**src/rtl/delay_tap_buffer_pkg.sv**
```systemverilog
// Shared definitions for the delay_tap_buffer slice.
// Holds the default geometry (data width, stage count, tap-select width) and a
// ceil-log2 helper so the top and stage modules agree on sizing.
// No ports.
package delay_tap_buffer_pkg;

    localparam int unsigned DefWidth = 8;
    localparam int unsigned DefDepth = 4;
    localparam int unsigned DefTapW  = 2;

    // Ceil-log2 usable in constant expressions; returns 1 for values <= 2.
    function automatic int unsigned clog2_f(input int unsigned value);
        int unsigned res;
        res = 1;
        while ((32'd1 << res) < value) begin
            res = res + 1;
        end
        return res;
    endfunction

    // Minimum tap-select width that can address every stage.
    localparam int unsigned DefMinTapW = clog2_f(DefDepth);

endpackage

```
**src/rtl/delay_tap_buffer_stage.sv**
```systemverilog
// One WIDTH-bit stage of the delay line.
// Priority on each rising edge: reset > clr > en > hold.
// Ports:
//   clk   - rising-edge clock
//   reset - synchronous active-high reset, clears the stage
//   clr   - synchronous flush, same effect as reset
//   en    - load d when high, hold otherwise
//   d     - data from the previous stage (or the line input)
//   q     - registered stage contents
module delay_tap_buffer_stage
    import delay_tap_buffer_pkg::*;
#(
    parameter int unsigned WIDTH = DefWidth
) (
    input  logic             clk,
    input  logic             reset,
    input  logic             clr,
    input  logic             en,
    input  logic [WIDTH-1:0] d,
    output logic [WIDTH-1:0] q
);

    logic [WIDTH-1:0] data_d;
    logic [WIDTH-1:0] data_q;

    always_comb begin
        data_d = data_q;
        if (reset || clr) begin
            data_d = '0;
        end else if (en) begin
            data_d = d;
        end
    end

    always_ff @(posedge clk) begin
        data_q <= data_d;
    end

    assign q = data_q;

endmodule

```
**src/rtl/delay_tap_buffer.sv**
```systemverilog
// WIDTH-bit, DEPTH-stage delay line with shift enable, synchronous flush,
// runtime-selectable output tap and fill tracking.
// Optional build macro DELAY_TAP_BUFFER_EDGE_DET_EN enables per-bit edge
// detection across the first two stages; when undefined rise/fall are tied 0.
// Ports:
//   clk     - rising-edge clock
//   reset   - synchronous active-high reset
//   en      - shift enable
//   clr     - synchronous flush (same effect as reset)
//   in      - data entering stage 0
//   tap_sel - output stage select (0 = 1-cycle delay), clamped to DEPTH-1
//   out     - contents of the selected stage
//   buff    - contents of stage 0
//   valid   - selected stage holds data shifted in since the last flush
//   fill    - shifts since flush, saturating at DEPTH
//   rise    - per-bit 0->1 edge between stage 1 and stage 0
//   fall    - per-bit 1->0 edge between stage 1 and stage 0
module delay_tap_buffer
    import delay_tap_buffer_pkg::*;
#(
    parameter int unsigned WIDTH = DefWidth,
    parameter int unsigned DEPTH = DefDepth,
    parameter int unsigned TAP_W = DefTapW
) (
    input  logic             clk,
    input  logic             reset,
    input  logic             en,
    input  logic             clr,
    input  logic [WIDTH-1:0] in,
    input  logic [TAP_W-1:0] tap_sel,
    output logic [WIDTH-1:0] out,
    output logic [WIDTH-1:0] buff,
    output logic             valid,
    output logic [TAP_W:0]   fill,
    output logic [WIDTH-1:0] rise,
    output logic [WIDTH-1:0] fall
);

    localparam logic [TAP_W:0]   FillMax = (TAP_W+1)'(DEPTH);
    localparam logic [TAP_W:0]   FillTwo = (TAP_W+1)'(2);
    localparam logic [TAP_W-1:0] MaxTap  = TAP_W'(DEPTH - 1);

    logic [WIDTH-1:0] stage_q [DEPTH];
    logic [TAP_W:0]   fill_d;
    logic [TAP_W:0]   fill_q;
    logic [TAP_W-1:0] tap_idx;

    for (genvar k = 0; k < DEPTH; k++) begin : g_stage
        logic [WIDTH-1:0] stage_in;
        if (k == 0) begin : g_head
            assign stage_in = in;
        end else begin : g_body
            assign stage_in = stage_q[k-1];
        end
        delay_tap_buffer_stage #(
            .WIDTH (WIDTH)
        ) u_stage (
            .clk   (clk),
            .reset (reset),
            .clr   (clr),
            .en    (en),
            .d     (stage_in),
            .q     (stage_q[k])
        );
    end

    // Fill counts enabled shifts since the last flush and sticks at DEPTH.
    always_comb begin
        fill_d = fill_q;
        if (reset || clr) begin
            fill_d = '0;
        end else if (en && (fill_q != FillMax)) begin
            fill_d = fill_q + {{TAP_W{1'b0}}, 1'b1};
        end
    end

    always_ff @(posedge clk) begin
        fill_q <= fill_d;
    end

    // Clamp handles a non-power-of-2 DEPTH where tap_sel can exceed the last stage.
    always_comb begin
        tap_idx = (tap_sel > MaxTap) ? MaxTap : tap_sel;
    end

    assign out   = stage_q[tap_idx];
    assign buff  = stage_q[0];
    assign fill  = fill_q;
    assign valid = (fill_q > {1'b0, tap_idx});

`ifdef DELAY_TAP_BUFFER_EDGE_DET_EN
    // Edges are only meaningful once both compared stages hold real data.
    always_comb begin
        rise = '0;
        fall = '0;
        if (fill_q >= FillTwo) begin
            rise = stage_q[0] & ~stage_q[1];
            fall = ~stage_q[0] & stage_q[1];
        end
    end
`else
    assign rise = '0;
    assign fall = '0;
`endif

endmodule
```
**config.mk**
```make
export PLATFORM = sky130hd
export DESIGN_NAME = delay_tap_buffer
export DESIGN_NICKNAME = d
export VERILOG_FILES = /design/src/rtl/delay_tap_buffer_pkg.sv /design/src/rtl/delay_tap_buffer_stage.sv /design/src/rtl/delay_tap_buffer.sv
export SDC_FILE = /design/constraint.sdc
export NUM_CORES = 1
export LEC_CHECK = 0
export ABC_AREA = 1
export BUFFER_PORTS_ARGS = -buffer_cell sky130_fd_sc_hd__buf_2
export CAP_MARGIN = 20
export CORE_MARGIN = 5
export CORE_UTILIZATION = 50
export DETAILED_ROUTE_END_ITERATION = 10
export PLACE_DENSITY_LB_ADDON = 0.2
export SYNTH_ARGS = -nofsm -noshare
export SYNTH_HDL_FRONTEND = slang
export SYNTH_HIERARCHICAL = 1
export SYNTH_SLANG_ARGS = --single-unit
```
**constraint.sdc**
```tcl
create_clock -name clk -period 1.6 [get_ports clk]
set_input_delay 0.32 -clock clk [delete_from_list [all_inputs] [get_ports clk]]
set_output_delay 0.32 -clock clk [all_outputs]
set_load 0.01 [all_outputs]
```
* Yosys cells after proc, flatten, opt, wreduce, memory -nomap -nowiden *
Cells that the tools add are included.

word-level totals
  register bits after elaboration = 35
  input bits = 14
  output and inout bits = 36

operators by class
  add/sub/neg operators = 1
  $lt $le $gt $ge = 3
  equal/unequal tests = 1
  mux-type cells = 4
  bitwise gates (word level) = 1
  reductions and logical operators = 2

operator list
  kind                                                      number
  binary-select mux 8 bit (select 2 bit)                    1
  two-way mux 8 bit                                         2
  adder 3 x 1 -> 3 bit, second input constant               1
  greater-or-equal comparator 3 bit, second input constant  1
  greater-than comparator 3 x 2 -> 1 bit                    1
  != test 3 bit, second input constant                      1
  NOT 2 -> 3 bit                                            1
  greater-than comparator 2 bit, second input constant      1
  two-way mux 2 bit                                         1
  logical AND 1 bit                                         1
  logical OR 1 bit                                          1

* Logic depth before layout (Yosys ltp) *
  depth after elaboration = 6
  depth in mapped cells = 7
  depth with buffers taken out = 6

* Modules after synthesis *
The synthesis kept the hierarchy.

modules (own cells, without submodules)
  module                  times used  cells an instance  area each (µm²)  seq. area each (µm²)
  delay_tap_buffer_stage  4           51                 357.8            160.2
  delay_tap_buffer        1           134                706.9            60.1

* Least setup slack after synthesis *
No wires, ideal clock.

  kind = in2out
  start point = input port tap_sel[1]
  end point = output port valid
  arrival time = 1.079 ns
  setup slack = 0.201 ns
  stages on the path = 7
  path buffers = 1
  cell sequence = inv_2 > buf_4 > ha_1 > inv_1 > o21bai_1 > nand2_1 > nand2_1

on the way
  cells in the longest elaborated chain, start to end = 3

RTL lines
  what                                      RTL line                source
  start: declaration                        delay_tap_buffer.sv:30  input logic [TAP_W-1:0] tap_sel,
  greater-than comparator 2 bit             delay_tap_buffer.sv:83  tap_idx = (tap_sel > MaxTap) ? MaxTap : tap_sel;
  two-way mux 2 bit *                       delay_tap_buffer.sv:83
  greater-than comparator 3 x 2 -> 1 bit *  delay_tap_buffer.sv:89  assign valid = (fill_q > {1'b0, tap_idx});
  end: declaration                          delay_tap_buffer.sv:33  output logic valid,

Mark *: on every way between the ends. The rest lies on a longest branch, timed or not.

* Final worst setup path *
  start point = register fill_q[1] (netlist: fill[1])
  end point = output port valid

on the way
  cells in the longest elaborated chain, start to end = 1

RTL lines
  what                                    RTL line                source
  start: declaration                      delay_tap_buffer.sv:45  logic [TAP_W:0] fill_q;
  start signal: assignment                delay_tap_buffer.sv:78  fill_q <= fill_d;
  greater-than comparator 3 x 2 -> 1 bit  delay_tap_buffer.sv:89

No other way between the ends.

==> summary.md <==
| Metric | Value |
|---|---|
| Area of the multi-input gates | `1050 µm²` |
| Flop pwr share | `47.0%` |
| Syn Inst Count | `338` |
| Pin count of the biggest net entering global routing | `38` |
| CP required | `1280 ps` |
| Max-slew violations | `0` |
| Die ar. | `5680 µm²` |
| Final #Nets | `between 300 and 400` |
| TritonCTS Buffers | `5` |
| Achievable frequency | `630 MHz` |
| Final Hold Fails | `0` |
| DR vias | `1848` |
| Port Buffers | `33` |
| Yosys cell types | `18` |
| Die Ht | `about 75 µm` |
| Synth area leader | `dfxtp_1` |
| Clk sink count | `35` |
| Root buffer cell | `clkbuf_8` |
| Storage cell area | `708 µm²` |
| Drt first pass iters | `4` |
| FF+latch count, synth | `35` |
| Layout cells sized above 1 | `16.9%` |
| Routability Congestion | `between 0.7 and 0.8` |
| Avg WL per Cell | `between 9 and 10 µm` |
| DP Wirelength | `3040 µm` |
| R2R Path Start | `fill[1]` |
| HP Start | `in[7]` |
| CP endpoint kind | `output port` |
| Unrepaired setup endpoints after global routing | `yes` |
| Minimum clock period | `1590 ps` |
| Post-Layout Cell Count | `423` |
| Setup_tns | `0 ps` |
| Vias in the first global route | `approximately 1700` |
| TritonCTS clock tree | `done` |
| Area delta synth->final | `10.5%` |
| Top-Level Pins | `50` |
| Diode count | `0` |
| IR drop worst, VDD | `approximately 0.00053 V` |
| Yosys Warn Count | `6` |
| Met1 Use GR | `19.6%` |
| Internal | `1.43 mW` |
| Most used routing layer | `met2` |
| Leakage | `1.25 nW` |
| Hold Crit Class | `in -> reg` |
| Fin Clk Skew | `5.50 ps` |
| Crit start category | `register` |
| CP Launch Point | `fill[1]` |
| Total track usage | `15.8%` |
| Total core area | `4090 µm²` |
| Clock power frac | `between 30% and 40%` |
| Placed insts | `~410` |
| Logic pwr share | `17.3%` |
| Synth Cell Area | `2140 µm²` |
| Most common cell after layout, fill and taps aside | `nand2_1` |
| FILL cells | `between 400 and 500` |
| Met3 GRT Util | `3.69%` |
| CTS max path bufs | `2` |
| Status | `finished clean` |
| Avg Cell Area, Syn | `6.33 µm²` |
| Met2 usage | `26.7%` |
| P_sw | `0.543 mW` |
| Row count | `23` |
| H-tree Lvls | `2` |
| Pwr dens | `833 nW/µm²` |
| Global-route wire length before repair | `6970 µm` |
| Width of the die | `75.4 µm` |
| Worst-skew pair later-pin latency | `280 ps` |
| Routed vias/inst | `approximately 4.4` |
| Hold_buf cts | `0` |
| Iteration-0 DRC Markers | `96` |
| Final Setup Violations | `0` |
| Initial antenna violation count | `0` |
| DRC Markers | `0` |
| Starting Density | `around 52%` |
| GRT Residual Overflow | `0` |
| Register area share after synthesis | `about 33%` |
| Clock transition at the registers of the reported paths | `approximately 70 ps` |
| Commonest non-fill, non-tap cells in the layout | `nand2_1, nor2_1, inv_1` |
| Crit Path Max Fanout | `2` |
| WL final | `between 4000 and 5000 µm` |
| Synth top area cells | `dfxtp_1, nand2_1, nor2_1, inv_1, buf_4` |
| Final ANT Viol Nets | `0` |
| Switching Fraction | `27.6%` |
| Fin crit share | `99.1%` |
| Top-area cell type share of the netlist area | `32.8%` |
| Crit Path Class | `reg -> out` |
| Critical Path AT | `1270 ps` |
| Max-cap violations | `0` |
flip-flops by register name, summed over array words and instances, names as in the netlist:
name and cells:
fill 3, g_stage.u_stage/q 32
Yosys cell counts:
| cell type | instances |
|---|---|
| a21oi_1 | 2 |
| inv_1 | 54 |
| nor2_8 | 4 |
| dfxtp_1 | 35 |
| o21ai_1 | 1 |
| nor2_1 | 84 |
| buf_2 | 1 |
| nand2_1 | 97 |
| ha_1 | 4 |
| buf_4 | 17 |
| buf_6 | 10 |
| o21bai_1 | 1 |
| conb_1 | 1 |
| inv_2 | 1 |
| nand3_1 | 10 |
| nand2_2 | 8 |
| or2_1 | 3 |
| or2_0 | 5 |
layout make-up:
class	instances	share of cell area, %
inverter	55	8.74
multi-input combinational	235	44.7
clock buffer	8	4.24
tap	50	2.65
timing repair buffer	40	9.75
sequential	35	30.0
power by group through the flow:
stage	sequential [mW]	combinational, mW	clock, mW
after floorplan	0.947	0.278	0
after global placement	0.947	0.331	0
after detailed placement	0.947	0.337	0
after CTS	0.925	0.343	0.728
after global routing	0.930	0.396	0.760
final	0.925	0.341	0.702
kinds of logic (layout without fill, tap and decap cells):
family,Yosys count,count (layout),share of synthesized area [%]
AO/OA/AOI/OAI,4,4,1.05
adder cells (fa/ha/maj),4,4,2.34
AND/OR/NAND/NOR,211,211,42.5
other,1,16,0.175
buffers and inverters,83,103,21.1
flip-flops,35,35,32.8
per-layer routing:
| metal | vias to the layer above | routed length (µm) |
|---|---|---|
| met5 | - | 0 |
| met4 | 0 | 57 |
| met3 | 6 | 221 |
| met2 | 38 | 1870 |
| met1 | 800 | 1910 |
| li1 | 1004 | - |
repair_timing:
action,4_1_cts,5_1_grt
gates resized for setup,5,0
hold endpoints to repair,0,0
gates cloned,0,0
endpoints found under the setup margin,1,1
setup buffers,1,1
per-stage QoR:
step,area (µm²),hold slack [ps],utilization [%],setup WS [ps],power [mW]
6_report,2360,322,57.8,13.7,1.97
5_1_grt,2360,351,57.8,-84.7,2.09
4_1_cts,2350,317,57.6,-6.50,2.00
3_5_place_dp,2230,464,54.5,163,1.28
3_3_place_gp,2230,459,54.5,173,1.28
2_1_floorplan,2190,449,-,201,1.22
path summary, 6_finish.rpt:
kind / endpoint / slack, ps / cells past startpoint
worst max-delay path: valid / 10 / 6
worst min register to register: g_stage[3].u_stage/q[4] / 470 / 2
worst min-delay path: g_stage[0].u_stage/q[7] / 320 / 5
worst max register to register: fill[0] / 490 / 7
critical path, cell delays in order (launching register included):
cell and delay (ps):
dfxtp_4 360, ha_4 260, inv_1 30, o21bai_1 110
nand2_1 60, nand2_1 50, buf_2 120
Note: power is estimated with default switching activity, not from simulation.
